**config.mk**
```make
export PLATFORM = sky130hd
export DESIGN_NAME = alu_core
export DESIGN_NICKNAME = d
export VERILOG_FILES = /design/src/rtl/alu_core.sv
export SDC_FILE = /design/constraint.sdc
export NUM_CORES = 1
export LEC_CHECK = 0
export CAP_MARGIN = 20
export CORE_MARGIN = 10
export CORE_UTILIZATION = 36
export DETAILED_ROUTE_END_ITERATION = 10
export HOLD_SLACK_MARGIN = 0.06
export PLACE_DENSITY = 0.53
export SLEW_MARGIN = 10
export SYNTH_ARGS = -nofsm -noshare
export SYNTH_HDL_FRONTEND = slang
export SYNTH_SLANG_ARGS = --single-unit
```
**constraint.sdc**
```tcl
create_clock -name clk -period 6.7 [get_ports clk]
set_clock_uncertainty 0.05 [all_clocks]
set_input_delay 1.34 -clock clk [delete_from_list [all_inputs] [get_ports clk]]
set_output_delay 1.34 -clock clk [all_outputs]
set_load 0.005 [all_outputs]
```
**src/rtl/alu_core.sv**
```systemverilog
// Registered integer ALU for the execute stage: one operation per cycle, result
// and status flags captured on the rising edge with a fixed one-cycle latency.
module alu_core #(
   parameter int WIDTH = 32
) (
   input  logic             clk,
   input  logic             rst_n,
   input  logic [WIDTH-1:0] A,
   input  logic [WIDTH-1:0] B,
   input  logic [3:0]       ALUControl,
   output logic [WIDTH-1:0] Result,
   output logic             Zero,
   output logic             Overflow,
   output logic             CarryOut
);

   localparam int SHW = $clog2(WIDTH);

   localparam logic [3:0] OP_AND  = 4'b0000;
   localparam logic [3:0] OP_OR   = 4'b0001;
   localparam logic [3:0] OP_ADD  = 4'b0010;
   localparam logic [3:0] OP_XOR  = 4'b0011;
   localparam logic [3:0] OP_SLL  = 4'b0100;
   localparam logic [3:0] OP_SRL  = 4'b0101;
   localparam logic [3:0] OP_SUB  = 4'b0110;
   localparam logic [3:0] OP_SLT  = 4'b0111;
   localparam logic [3:0] OP_SRA  = 4'b1000;
   localparam logic [3:0] OP_SLTU = 4'b1001;
   localparam logic [3:0] OP_NOR  = 4'b1100;

   // There is no handshake: every cycle's inputs are an accepted operation,
   // and its outputs are valid from the following edge until the next one.

   logic [WIDTH:0]   add_full;
   logic [WIDTH:0]   sub_full;
   logic             add_ovf;
   logic             sub_ovf;
   logic             slt_bit;
   logic             sltu_bit;
   logic [SHW-1:0]   sh;

   logic [WIDTH-1:0] result_d, result_q;
   logic             zero_d, zero_q;
   logic             ovf_d, ovf_q;
   logic             carry_d, carry_q;

   // Subtraction as A + ~B + 1 so the top bit is the no-borrow flag directly.
   assign add_full = {1'b0, A} + {1'b0, B};
   assign sub_full = {1'b0, A} + {1'b0, ~B} + {{WIDTH{1'b0}}, 1'b1};

   assign add_ovf = (A[WIDTH-1] == B[WIDTH-1]) && (add_full[WIDTH-1] != A[WIDTH-1]);
   assign sub_ovf = (A[WIDTH-1] != B[WIDTH-1]) && (sub_full[WIDTH-1] != A[WIDTH-1]);

   // Sign of the difference corrected by overflow keeps SLT right at the extremes.
   assign slt_bit  = sub_full[WIDTH-1] ^ sub_ovf;
   assign sltu_bit = ~sub_full[WIDTH];

   assign sh = B[SHW-1:0];

   always_comb begin
      result_d = '0;
      ovf_d    = 1'b0;
      carry_d  = 1'b0;
      case (ALUControl)
         OP_AND:  result_d = A & B;
         OP_OR:   result_d = A | B;
         OP_ADD: begin
            result_d = add_full[WIDTH-1:0];
            ovf_d    = add_ovf;
            carry_d  = add_full[WIDTH];
         end
         OP_XOR:  result_d = A ^ B;
         OP_SLL:  result_d = A << sh;
         OP_SRL:  result_d = A >> sh;
         OP_SUB: begin
            result_d = sub_full[WIDTH-1:0];
            ovf_d    = sub_ovf;
            carry_d  = sub_full[WIDTH];
         end
         OP_SLT:  result_d = {{(WIDTH-1){1'b0}}, slt_bit};
         OP_SRA:  result_d = $unsigned($signed(A) >>> sh);
         OP_SLTU: result_d = {{(WIDTH-1){1'b0}}, sltu_bit};
         OP_NOR:  result_d = ~(A | B);
         default: result_d = '0;
      endcase
      zero_d = (result_d == '0);
   end

   always_ff @(posedge clk) begin
      if (!rst_n) begin
         result_q <= '0;
         zero_q   <= 1'b1;
         ovf_q    <= 1'b0;
         carry_q  <= 1'b0;
      end else begin
         result_q <= result_d;
         zero_q   <= zero_d;
         ovf_q    <= ovf_d;
         carry_q  <= carry_d;
      end
   end

   assign Result   = result_q;
   assign Zero     = zero_q;
   assign Overflow = ovf_q;
   assign CarryOut = carry_q;

endmodule

```
After elaboration in Yosys (flattened, before gate mapping)

Index checks and enable logic that the tools add are counted.

Register bits: 35
Bits of input ports: 70
Output and inout bits: 35
Word-level logic and storage cells: 38

$add $sub $neg: 3
Equal/unequal tests: 14
Shift operators: 3
Multiplexer cells: 3
Bitwise logic cells: 7
Reduce and logical (&&, ||, !) cells: 4

Operators by type and width:

| operator                                                              | count |
|---|---|
| 32-bit one-hot mux with 11 select lines                               | 1 |
| 32-bit by 32-bit adder with 33-bit output                             | 2 |
| 32-bit inverter                                                       | 2 |
| 33-bit by 1-bit adder with 33-bit output, second input constant       | 1 |
| 32-bit bitwise AND                                                    | 1 |
| 32-bit zero test                                                      | 1 |
| 32-bit bitwise OR                                                     | 1 |
| 32-bit by 5-bit << shifter with 32-bit output                         | 1 |
| 32-bit by 5-bit right shift with 32-bit output                        | 1 |
| 32-bit by 5-bit >>> shifter with 32-bit output                        | 1 |
| 32-bit bitwise XOR                                                    | 1 |
| 4-bit by 3-bit equality test with 1-bit output, second input constant | 4 |
| 4-bit equality test, second input constant                            | 3 |
| 4-bit by 2-bit equality test with 1-bit output, second input constant | 2 |
| 4-bit by 1-bit equality test with 1-bit output, second input constant | 1 |
| 4-bit zero test                                                       | 1 |
| 1-bit one-hot mux with 2 select lines                                 | 2 |
| 1-bit inequality test                                                 | 3 |
| 1-bit logical AND                                                     | 2 |
| 1-bit equality test                                                   | 1 |
| 1-bit inverter                                                        | 1 |
| 1-bit bitwise XOR                                                     | 1 |

Depth between registers and ports, before layout

Gate-level depths: netlist of run 1.

Depth after elaboration: 8
Depth in mapped cells: 26
Gate-level depth less buffers: 20

Least setup slack after synthesis of run 1

No wires, ideal clock.

Path type: input -> register
From: input port B[3]
To: register zero_q (netlist: Zero)
Library setup time: 0.096 ns
Data arrival time: 6.899 ns
Required time: 6.554 ns
Slack: -0.345 ns
Stages: 26
Path buffers: 6
Cells stage by stage: buf_6 -> bufinv_8 -> clkbuf_1 -> clkbuf_1 -> clkbuf_1 -> buf_1 -> ha_1 -> clkbuf_1 -> nor2_1 -> o31ai_1 -> a2111oi_0 -> o41ai_1 -> nand2_1 -> a211oi_1 -> o21bai_1 -> a21oi_1 -> o21ai_0 -> a21o_1 -> fa_1 -> a31oi_1 -> nor3_1 -> a2111oi_0 -> o21ai_0 -> nor3_1 -> nand2_1 -> o41ai_2

Cells in the longest elaborated chain, start to end: 8
Elaborated cells on any way between the ends: 17
Classes of those cells: add/sub: 3; eq/ne: 1; shift: 3; mux: 1; bitwise: 7; reduce/logical: 2

RTL lines:

| what                                        | line | source |
|---|---|---|
| start: declaration                          | 9    | `input logic [WIDTH-1:0] B,` |
| 32-bit inverter                             | 49   | `assign sub_full = {1'b0, A} + {1'b0, ~B} + {{WIDTH{1'b0}}, 1'b1};` |
| 32-bit by 32-bit adder with 33-bit output   | 49   |  |
| 33-bit by 1-bit adder with 33-bit output    | 49   |  |
| 1-bit inequality test                       | 52   | `assign sub_ovf = (A[WIDTH-1] != B[WIDTH-1]) && (sub_full[WIDTH-1] != A[WIDTH-1]);` |
| 1-bit logical AND                           | 52   |  |
| 1-bit bitwise XOR                           | 55   | `assign slt_bit = sub_full[WIDTH-1] ^ sub_ovf;` |
| 32-bit one-hot mux with 11 select lines (*) | 64   | `case (ALUControl)` |
| 32-bit zero test (*)                        | 86   | `zero_d = (result_d == '0);` |
| end signal: assignment                      | 97   | `zero_q <= zero_d;` |
| end: declaration                            | 43   | `logic zero_d, zero_q;` |

Every way passes the cells marked *; elsewhere a longest branch is shown, timed or not.
A chain may end at the register's enable or synchronous reset.

Worst setup path after layout of run 1

From: input port B[4]
To: register zero_q (netlist: Zero)

The elaborated chain is that of the path after synthesis.

==> results of run 1 <==
[power by group]
part           internal (uW)  switching, uW
sequential               228           5.09
combinational            431            689
clock                    146            109
total                    805            803
[worst min-delay path by stage]
stage | startpoint | endpoint | depth (start not counted)
global placement | Result[18] | Result[18] | 1
detailed placement | Result[15] | Result[15] | 1
CTS | ALUControl[1] | Result[24] | 4
global route | ALUControl[1] | Result[24] | 4
floorplan | rst_n | Result[20] | 1
finish | ALUControl[1] | Result[24] | 4
[cells in the final DEF (no fill, tap or decap), types with 16 or more instances in the layout]
cell             instances
clkdlybuf4s50_1         98
nand2b_1                19
a21oi_1                126
o211ai_1                33
mux2_1                  20
nor2b_1                 16
a22oi_1                 20
a211oi_1                32
inv_1                  102
nor3_1                  42
nand2_1                122
and2_1                  24
nor2_1                 155
buf_4                  121
ha_1                   105
nand3_1                 33
dfxtp_1                 35
o21ai_0                 82
mux2i_1                 56
a21o_1                  16
mux4_2                  51
a31oi_1                 21
[through the flow]
step	setup WS (ps)	total power (uW)	instances
final	365	1610	2118
after floorplan	22.5	879	1582
after global routing	-9.37	1680	2117
after CTS	209	1580	2116
after global placement	-1.46	1320	2109
after detailed placement	-97.8	1320	2109
[layer usage]
layer  track usage, %  share of wire, %  vias up
met1             42.8                44     6978
met5                0             0.030        -
met3             4.66               9.5       94
li1                 -                 -     6191
met4             8.61               2.6        4
met2             45.8                44      845
[worst max-delay path, stage by stage]
cell,delay (ps)
clkdlybuf4s50_1,580
inv_1,120
ha_1,300
buf_4,170
nor2b_1,70
nor2_1,130
a2111oi_0,130
dlymetal6s2s_1,200
o41ai_2,420
nand2_1,220
a211oi_1,330
o21bai_1,100
a21oi_1,160
o21ai_0,90
a21o_1,220
fa_1,450
a31oi_1,140
nor3_1,60
a2111oi_0,370
o21ai_0,150
nor3_1,300
nand2_1,110
o41ai_2,320
[registers in the layout, indices dropped and copies added, names as in the netlist]
name / cells
Zero: 1
CarryOut: 1
Overflow: 1
Result: 32
[final cells by class]
class                   instances  area (um2)
diodes                          1        2.50
clock buffers                   6         139
clock inverters                 1        5.00
fillers                      3399       18200
inverters                     109         437
multi-input cells            1303        9830
flip-flops and latches         35         701
well taps                     435         544
repair buffers                228        1990
[logic make-up (layout without fill, tap and decap cells)]
family	after synthesis	count (layout)	share of synthesized area, %
fa+ha+maj	108	108	11.8
flops	35	35	6.00
compound gates	544	544	32.5
xor+xnor	8	8	0.600
mux	140	140	17.9
other cells	0	1	0
buf+inv	244	344	10.1
simple gates	503	503	21.2
[timing repair]
item                                    in CTS  in global routing
hold buffers                                 0                  0
endpoints found under the setup margin       0                  1
gates resized for setup                      0                  1
==> metrics, run 1 <==
Critical Path Fanout Max 10; setup bufs post-CTS 0; Syn Inst Count 1582; row count 65; IO Pins 105; first-pass GRT wire length 92.4 mm; Die ar. 40100 um2; status finished clean; htree depth 2; final count of pins violating max slew 0; HPWL Detailed 51.1 mm; top-area cell type share of the netlist area 11.2%; Tcrit/Tclk final 94.5%; DRC 0; Warnings, synthesis 0; dominant cell by count in the synthesized netlist nor2_1; clock transition at the registers of the reported paths 60 ps; fin util 42.9%; DR vias/cell 6.66; starting density of the core 36.7%; Synth Net Count 1760; gp weighted congestion 1.03; vias post-DR 14112; clock sinks 35; crit path launch B[4]; routed wire length 63.9 mm; predominant post-synthesis flop cell dfxtp_1; Routed wire per std cell 30.2 um; Worst Hold Slack 1740 ps; Peak supply drop 0.0947 mV; # nets final 1860; number of max-cap violations 0; Routed Antenna Nets 0; number of global-route vias before repair 13196; Synth top cells by count nor2_1, a21oi_1, nand2_1; Yosys reg bits 35; CP Class primary input to register; Req. time, crit path 6870 ps; min-delay worst type primary input to register; crit path to Zero; setup TNS 0 ps; initial antenna violation count 6; EDFF count, synth 0; Final Setup Violations 0; min Tclk post-route 6330 ps; area delta synth->final 16.8%; sequential fraction of the synthesis area 6.00%; Final Hold Vio Count 0; die width 200 um; Remaining Overflow, GRT 0; Num CTS Buffers 5; fmax 158 MHz; Detailed Route Iter0 Violations 1978; CTS tree done; Syn Std Cell Area 11700 um2; Core ar. 31800 um2; largest net degree at the start of global routing 87; Arr. time, crit path 6510 ps; cell taking the most area after synthesis ha_1; DRT Pass-1 Iters 5; Die H 200 um; maximum root-to-sink buffer count 2; main area contributors after synthesis ha_1, mux4_2, dfxtp_1; worst slew pin tran 1070 ps; Rel. slew slack 28.2%; Total GRT Usage 30.1%; fin area 13600 um2; CP endpoint kind register; asr flop ratio synth 0%; area post-placement 13500 um2; fraction of layout cells with a size suffix above 1 14.4%; CTS root buffer clkbuf_16; Pwr Density 118 nW/um2; Buffers on Ports 104; Netlist cell types 107; LEAKAGE 0.00555 uW; Syn Area/Cell 7.38 um2; startpoint types primary input
Power figures use the tool's default switching activity.
==> run 2: changes to the inputs <==
- GPL_ROUTABILITY_DRIVEN: default -> 0
==> run 2 against run 1 <==
Non-clock buffer count decreased by 11. Sequential share of layout area hardly changed. Largest cell class unchanged. Highest routed layer is now met4. Final cell count down 0.52%. Die area unchanged. Critical path depth shrank 1. Utilization fell by 0.37 points. Global-route usage shrank 3.1 points. Setup slack lost 6.0 ps. Flip-flop and latch count stayed put.
==> metrics, run 2 (same netlist as run 1, synthesis figures left out) <==
status finished clean (unchanged); clock sinks 35 (unchanged); antenna cells 0 (was 1); CTS tree done (unchanged); CTS root buffer clkbuf_16 (unchanged); worst min-delay path endpoint Zero (was Result[24]); HPWL Detailed 45.3 mm (was 51.1 mm); WHS Path Cells 5 (was 4); routed wire length 57.3 mm (was 63.9 mm); largest net degree at the start of global routing 87 (unchanged); IO Pins 105 (unchanged); Critical Path Fanout Max 3 (was 10); Total GRT Usage 27.0% (was 30.1%); commonest non-fill, non-tap cells in the layout nor2_1, a21oi_1, nand2_1 (unchanged); first-pass GRT wire length 85.5 mm (was 92.4 mm); starting density of the core 36.7% (unchanged); final count of pins violating max slew 0 (unchanged); setup bufs post-CTS 0 (unchanged); CP Class primary input to register (unchanged); # resized after CTS 0 (unchanged); number of max-cap violations 0 (unchanged); fillers 3281 (was 3399); Arr. time, crit path 6500 ps (was 6510 ps); fmax 158 MHz (about the same); Remaining Overflow, GRT 0 (unchanged); Peak supply drop 0.0913 mV (was 0.0947 mV); CP endpoint kind register (unchanged); Buffers on Ports 104 (unchanged); # hold bufs at CTS 0 (unchanged); fraction of layout cells with a size suffix above 1 13.9% (was 14.4%); setup TNS 0 ps (unchanged); Num CTS Buffers 5 (unchanged); most common cell after layout, fill and taps aside nor2_1 (unchanged); Req. time, crit path 6860 ps (was 6870 ps); htree depth 2 (unchanged); cell family with most CP delay compound AO/OA/AOI/OAI gates (unchanged); Final Setup Violations 0 (unchanged); DR vias/cell 6.60 (was 6.66); # nets final 1849 (was 1860); DRC 0 (unchanged); CP peak stage delay 760 ps (was 580 ps); Final Hold Vio Count 0 (unchanged); worst-path cell chain clkdlybuf4s50_1, inv_1, ha_1, nor2_1, o31ai_1, buf_4, a2111oi_1, o41ai_2, nand2_1, a211oi_1, o21bai_1, a21oi_1, o21ai_0, a21o_1, fa_1, a31oi_1, nor3_1, a2111oi_0, o21ai_0, nor3_1, nand2_1, o41ai_2 (was clkdlybuf4s50_1, inv_1, ha_1, buf_4, nor2b_1, nor2_1, a2111oi_0, dlymetal6s2s_1, o41ai_2, nand2_1, a211oi_1, o21bai_1, a21oi_1, o21ai_0, a21o_1, fa_1, a31oi_1, nor3_1, a2111oi_0, o21ai_0, nor3_1, nand2_1, o41ai_2); total power 1560 uW (was 1610 uW); startpoint types primary input (unchanged); Routed wire per std cell 27.2 um (was 30.2 um); Routed Antenna Nets 0 (unchanged); Tcrit/Tclk final 94.6% (was 94.5%); max reg flops 32 (unchanged); LEAKAGE 0.00547 uW (was 0.00555 uW); initial antenna violation count 0 (was 6); RSZ-0062 raised after global routing false; DP Cell Count 2099 (was 2109); area delta synth->final 15.8% (was 16.8%); fin util 42.5% (was 42.9%); Worst Hold Slack 1770 ps (was 1740 ps); DRT Pass-1 Iters 8 (was 5); hold path startpoint ALUControl[1] (unchanged); die width 200 um (unchanged); Worst path slowest cell a2111oi_1 (was clkdlybuf4s50_1); Final Instance Count excl. Fillers 2107 (was 2118); Die H 200 um (unchanged); worst slew pin tran 857 ps (was 1070 ps); min-delay worst type primary input to register (unchanged); min Tclk post-route 6340 ps (was 6330 ps); Rel. slew slack 41.4% (was 28.2%); Die ar. 40100 um2 (unchanged); WP buf/inv 3 (was 4); Core ar. 31800 um2 (unchanged); maximum root-to-sink buffer count 2 (unchanged); row count 65 (unchanged); Pwr Density 115 nW/um2 (was 118 nW/um2); number of global-route vias before repair 13125 (was 13196); vias post-DR 13896 (was 14112); Detailed Route Iter0 Violations 2509 (was 1978); clock transition at the registers of the reported paths 50 ps (was 60 ps)
-- run 2: routing by layer --
layer  routed length [um]  part of all wire [%]  global-route usage (%)  vias to the layer above
met5                    0                     0                       0                        -
met4                 2140                   3.7                    9.57                        0
met3                 6900                    12                    6.29                      136
met2                24100                    42                    40.1                      941
met1                24100                    42                    37.3                     6632
li1                     -                     -                       -                     6187
-- run 2: final cells by class --
type | instances | area [um2] | area share, %
inverters | 109 | 437 | 3.23
multi-input cells | 1303 | 9830 | 72.7
repair buffers | 217 | 1870 | 13.9
clock inverters | 2 | 12.5 | 0.0925
well taps | 435 | 544 | 4.02
clock buffers | 6 | 129 | 0.953
flip-flops and latches | 35 | 701 | 5.18
-- run 2: power by group --
part           internal (uW)  switching (uW)
registers                228            4.77
logic                    425             661
clock network            137             102
-- run 2: stage by stage --
step	cell area (um2)	setup WS (ps)
3_3_place_gp	13400	102
3_5_place_dp	13400	41.5
5_1_grt	13500	34.7
6_report	13500	359
4_1_cts	13500	335
2_1_floorplan	11700	22.5
-- run 2: worst max-delay path by stage --
stage	from	endpoint	slack, ps	depth (start not counted)
after detailed placement	B[4]	Zero	40	22
after global routing	A[2]	Zero	30	22
final	B[4]	Zero	360	22
after CTS	B[4]	Zero	340	22
after global placement	A[2]	Zero	100	22
after floorplan	B[3]	Zero	20	26
==> run 3: changes to the inputs <==
- ABC_CLOCK_PERIOD_IN_PS: default -> 6700
- MAX_ROUTING_LAYER: default -> met4
==> run 3 against run 2 <==
Clock power hardly changed. Routed wire length hardly changed. Worst hold slack better by 7.5 ps. Via count increased by 0.37%. Setup slack lost 12 ps. Sequential share of layout area barely moved. Combinational power hardly changed. Critical path depth unchanged. Final cell count is essentially flat. Largest cell class unchanged.
==> metrics, run 3 (same netlist as run 1, synthesis figures left out) <==
Seq pwr share 15.0% (about the same); Net Switching 767 uW (was 768 uW); Arr. time, crit path 6510 ps (was 6500 ps); fin area 13500 um2 (about the same); Final Setup Violations 0 (unchanged); Peak supply drop 0.0904 mV (was 0.0913 mV); Routed wire per std cell 27.2 um (about the same); Tcrit/Tclk final 94.8% (was 94.6%); switching share of total power 49.3% (about the same); post-placement setup slack 41.5 ps (unchanged); Die ar. 40100 um2 (unchanged); clock transition at the registers of the reported paths 50 ps (about the same); DR vias/cell 6.62 (was 6.60); min-delay worst type primary input to register (unchanged); fillers 3280 (was 3281); DP Cell Count 2099 (unchanged); starting density of the core 36.7% (unchanged); status finished clean (unchanged); Buffers on Ports 104 (unchanged); most common cell after layout, fill and taps aside nor2_1 (unchanged); largest net degree at the start of global routing 87 (unchanged); fraction of layout cells with a size suffix above 1 13.9% (unchanged); Critical Path Fanout Max 3 (unchanged); HPWL Detailed 45.3 mm (unchanged); DRC 0 (unchanged); min Tclk post-route 6350 ps (was 6340 ps); Num CTS Buffers 5 (unchanged); worst min-delay path endpoint Zero (unchanged); maximum root-to-sink buffer count 2 (unchanged); clock sinks 35 (unchanged); part of the power in combinational logic 69.7% (about the same); vias post-DR 13947 (was 13896); setup TNS 0 ps (unchanged); CP Class primary input to register (unchanged); Detailed Route Iter0 Violations 2513 (was 2509); Total GRT Usage 27.8% (was 27.0%); initial antenna violation count 1 (was 0); setup ws final 347 ps (was 359 ps); CTS tree done (unchanged); Pwr Density 115 nW/um2 (about the same); Routed Antenna Nets 0 (unchanged); worst slew pin tran 906 ps (was 857 ps); Rel. slew slack 39.6% (was 41.4%); IO Pins 105 (unchanged); # nets final 1849 (unchanged); number of max-cap violations 0 (unchanged); Die H 200 um (unchanged); LEAKAGE 0.00547 uW (unchanged); row count 65 (unchanged); commonest non-fill, non-tap cells in the layout nor2_1, a21oi_1, nand2_1 (unchanged); number of global-route vias before repair 13104 (was 13125); CP endpoint kind register (unchanged); internal power 791 uW (about the same); startpoint types primary input (unchanged); area post-placement 13400 um2 (unchanged); fmax 157 MHz (was 158 MHz); die width 200 um (unchanged); first-pass GRT wire length 85.6 mm (was 85.5 mm); setup bufs post-CTS 0 (unchanged); Final Hold Vio Count 0 (unchanged); CTS root buffer clkbuf_16 (unchanged); RSZ-0062 raised after global routing false (unchanged); Final Instance Count excl. Fillers 2108 (was 2107); Worst Hold Slack 1780 ps (was 1770 ps); Clock power frac 15.3% (was 15.4%); Core ar. 31800 um2 (unchanged); final count of pins violating max slew 0 (unchanged); Remaining Overflow, GRT 0 (unchanged); max reg flops 32 (unchanged); WHS Path Cells 5 (unchanged); DRT Pass-1 Iters 6 (was 8); # hold bufs at CTS 0 (unchanged); Req. time, crit path 6860 ps (about the same); routed wire length 57.2 mm (was 57.3 mm); hold path startpoint ALUControl[1] (unchanged); htree depth 2 (unchanged); area delta synth->final 15.8% (about the same)
[run 3: worst max-delay path by stage]
stage / startpoint / end / slack, ps / cells after the start
after floorplan: B[3] / Zero / 20 / 26
after CTS: B[4] / Zero / 340 / 22
after global routing: A[2] / Zero / 30 / 22
final: B[4] / Zero / 350 / 22
after global placement: A[2] / Zero / 100 / 22
after detailed placement: B[4] / Zero / 40 / 22
[run 3: worst max-delay path: stages]
cell and delay [ps]:
clkdlybuf4s50_1 630, inv_1 110, ha_1 320, nor2_1 160
o31ai_1 90, buf_4 150, a2111oi_1 760, o41ai_2 220
nand2_1 180, a211oi_1 120, o21bai_1 150, a21oi_1 80
o21ai_0 190, a21o_1 170, fa_1 430, a31oi_1 140
nor3_1 60, a2111oi_0 340, o21ai_0 150, nor3_1 280
nand2_1 100, o41ai_2 320
[run 3: layout make-up]
| class | count | area [um2] | area share [%] |
|---|---|---|---|
| timing repair buffer | 217 | 1870 | 13.9 |
| inverter | 109 | 437 | 3.23 |
| multi-input combinational | 1303 | 9830 | 72.7 |
| antenna | 1 | 2.50 | 0.0185 |
| clock buffer | 6 | 129 | 0.953 |
| sequential | 35 | 701 | 5.18 |
| tap | 435 | 544 | 4.02 |
| clock inverter | 2 | 12.5 | 0.0925 |
[run 3: layer usage]
metal	global-route usage, %	vias to the layer above	routed length, um
met1	37.7	6652	23900
met5	-	-	0
met2	40.1	983	24200
met4	9.27	0	2060
met3	5.95	134	7010
li1	-	6178	-
[run 3: repair_timing]
item,4_1_cts,5_1_grt
resized for setup,0,2
endpoints found under the hold margin,0,0
endpoints found under the setup margin,0,1
[run 3: through the flow]
step | util, % | total power (uW)
final | 42.5 | 1560
after global routing | 42.5 | 1640
after CTS | 42.5 | 1530
after detailed placement | 42.1 | 1280
after global placement | 42.1 | 1280
after floorplan | - | 879
[run 3: power groups by stage]
stage	clock, uW	sequential, uW	combinational (uW)
final	239	233	1090
after global routing	253	235	1150
after CTS	248	233	1050
after detailed placement	0	238	1040
after global placement	0	238	1040
after floorplan	0	241	638
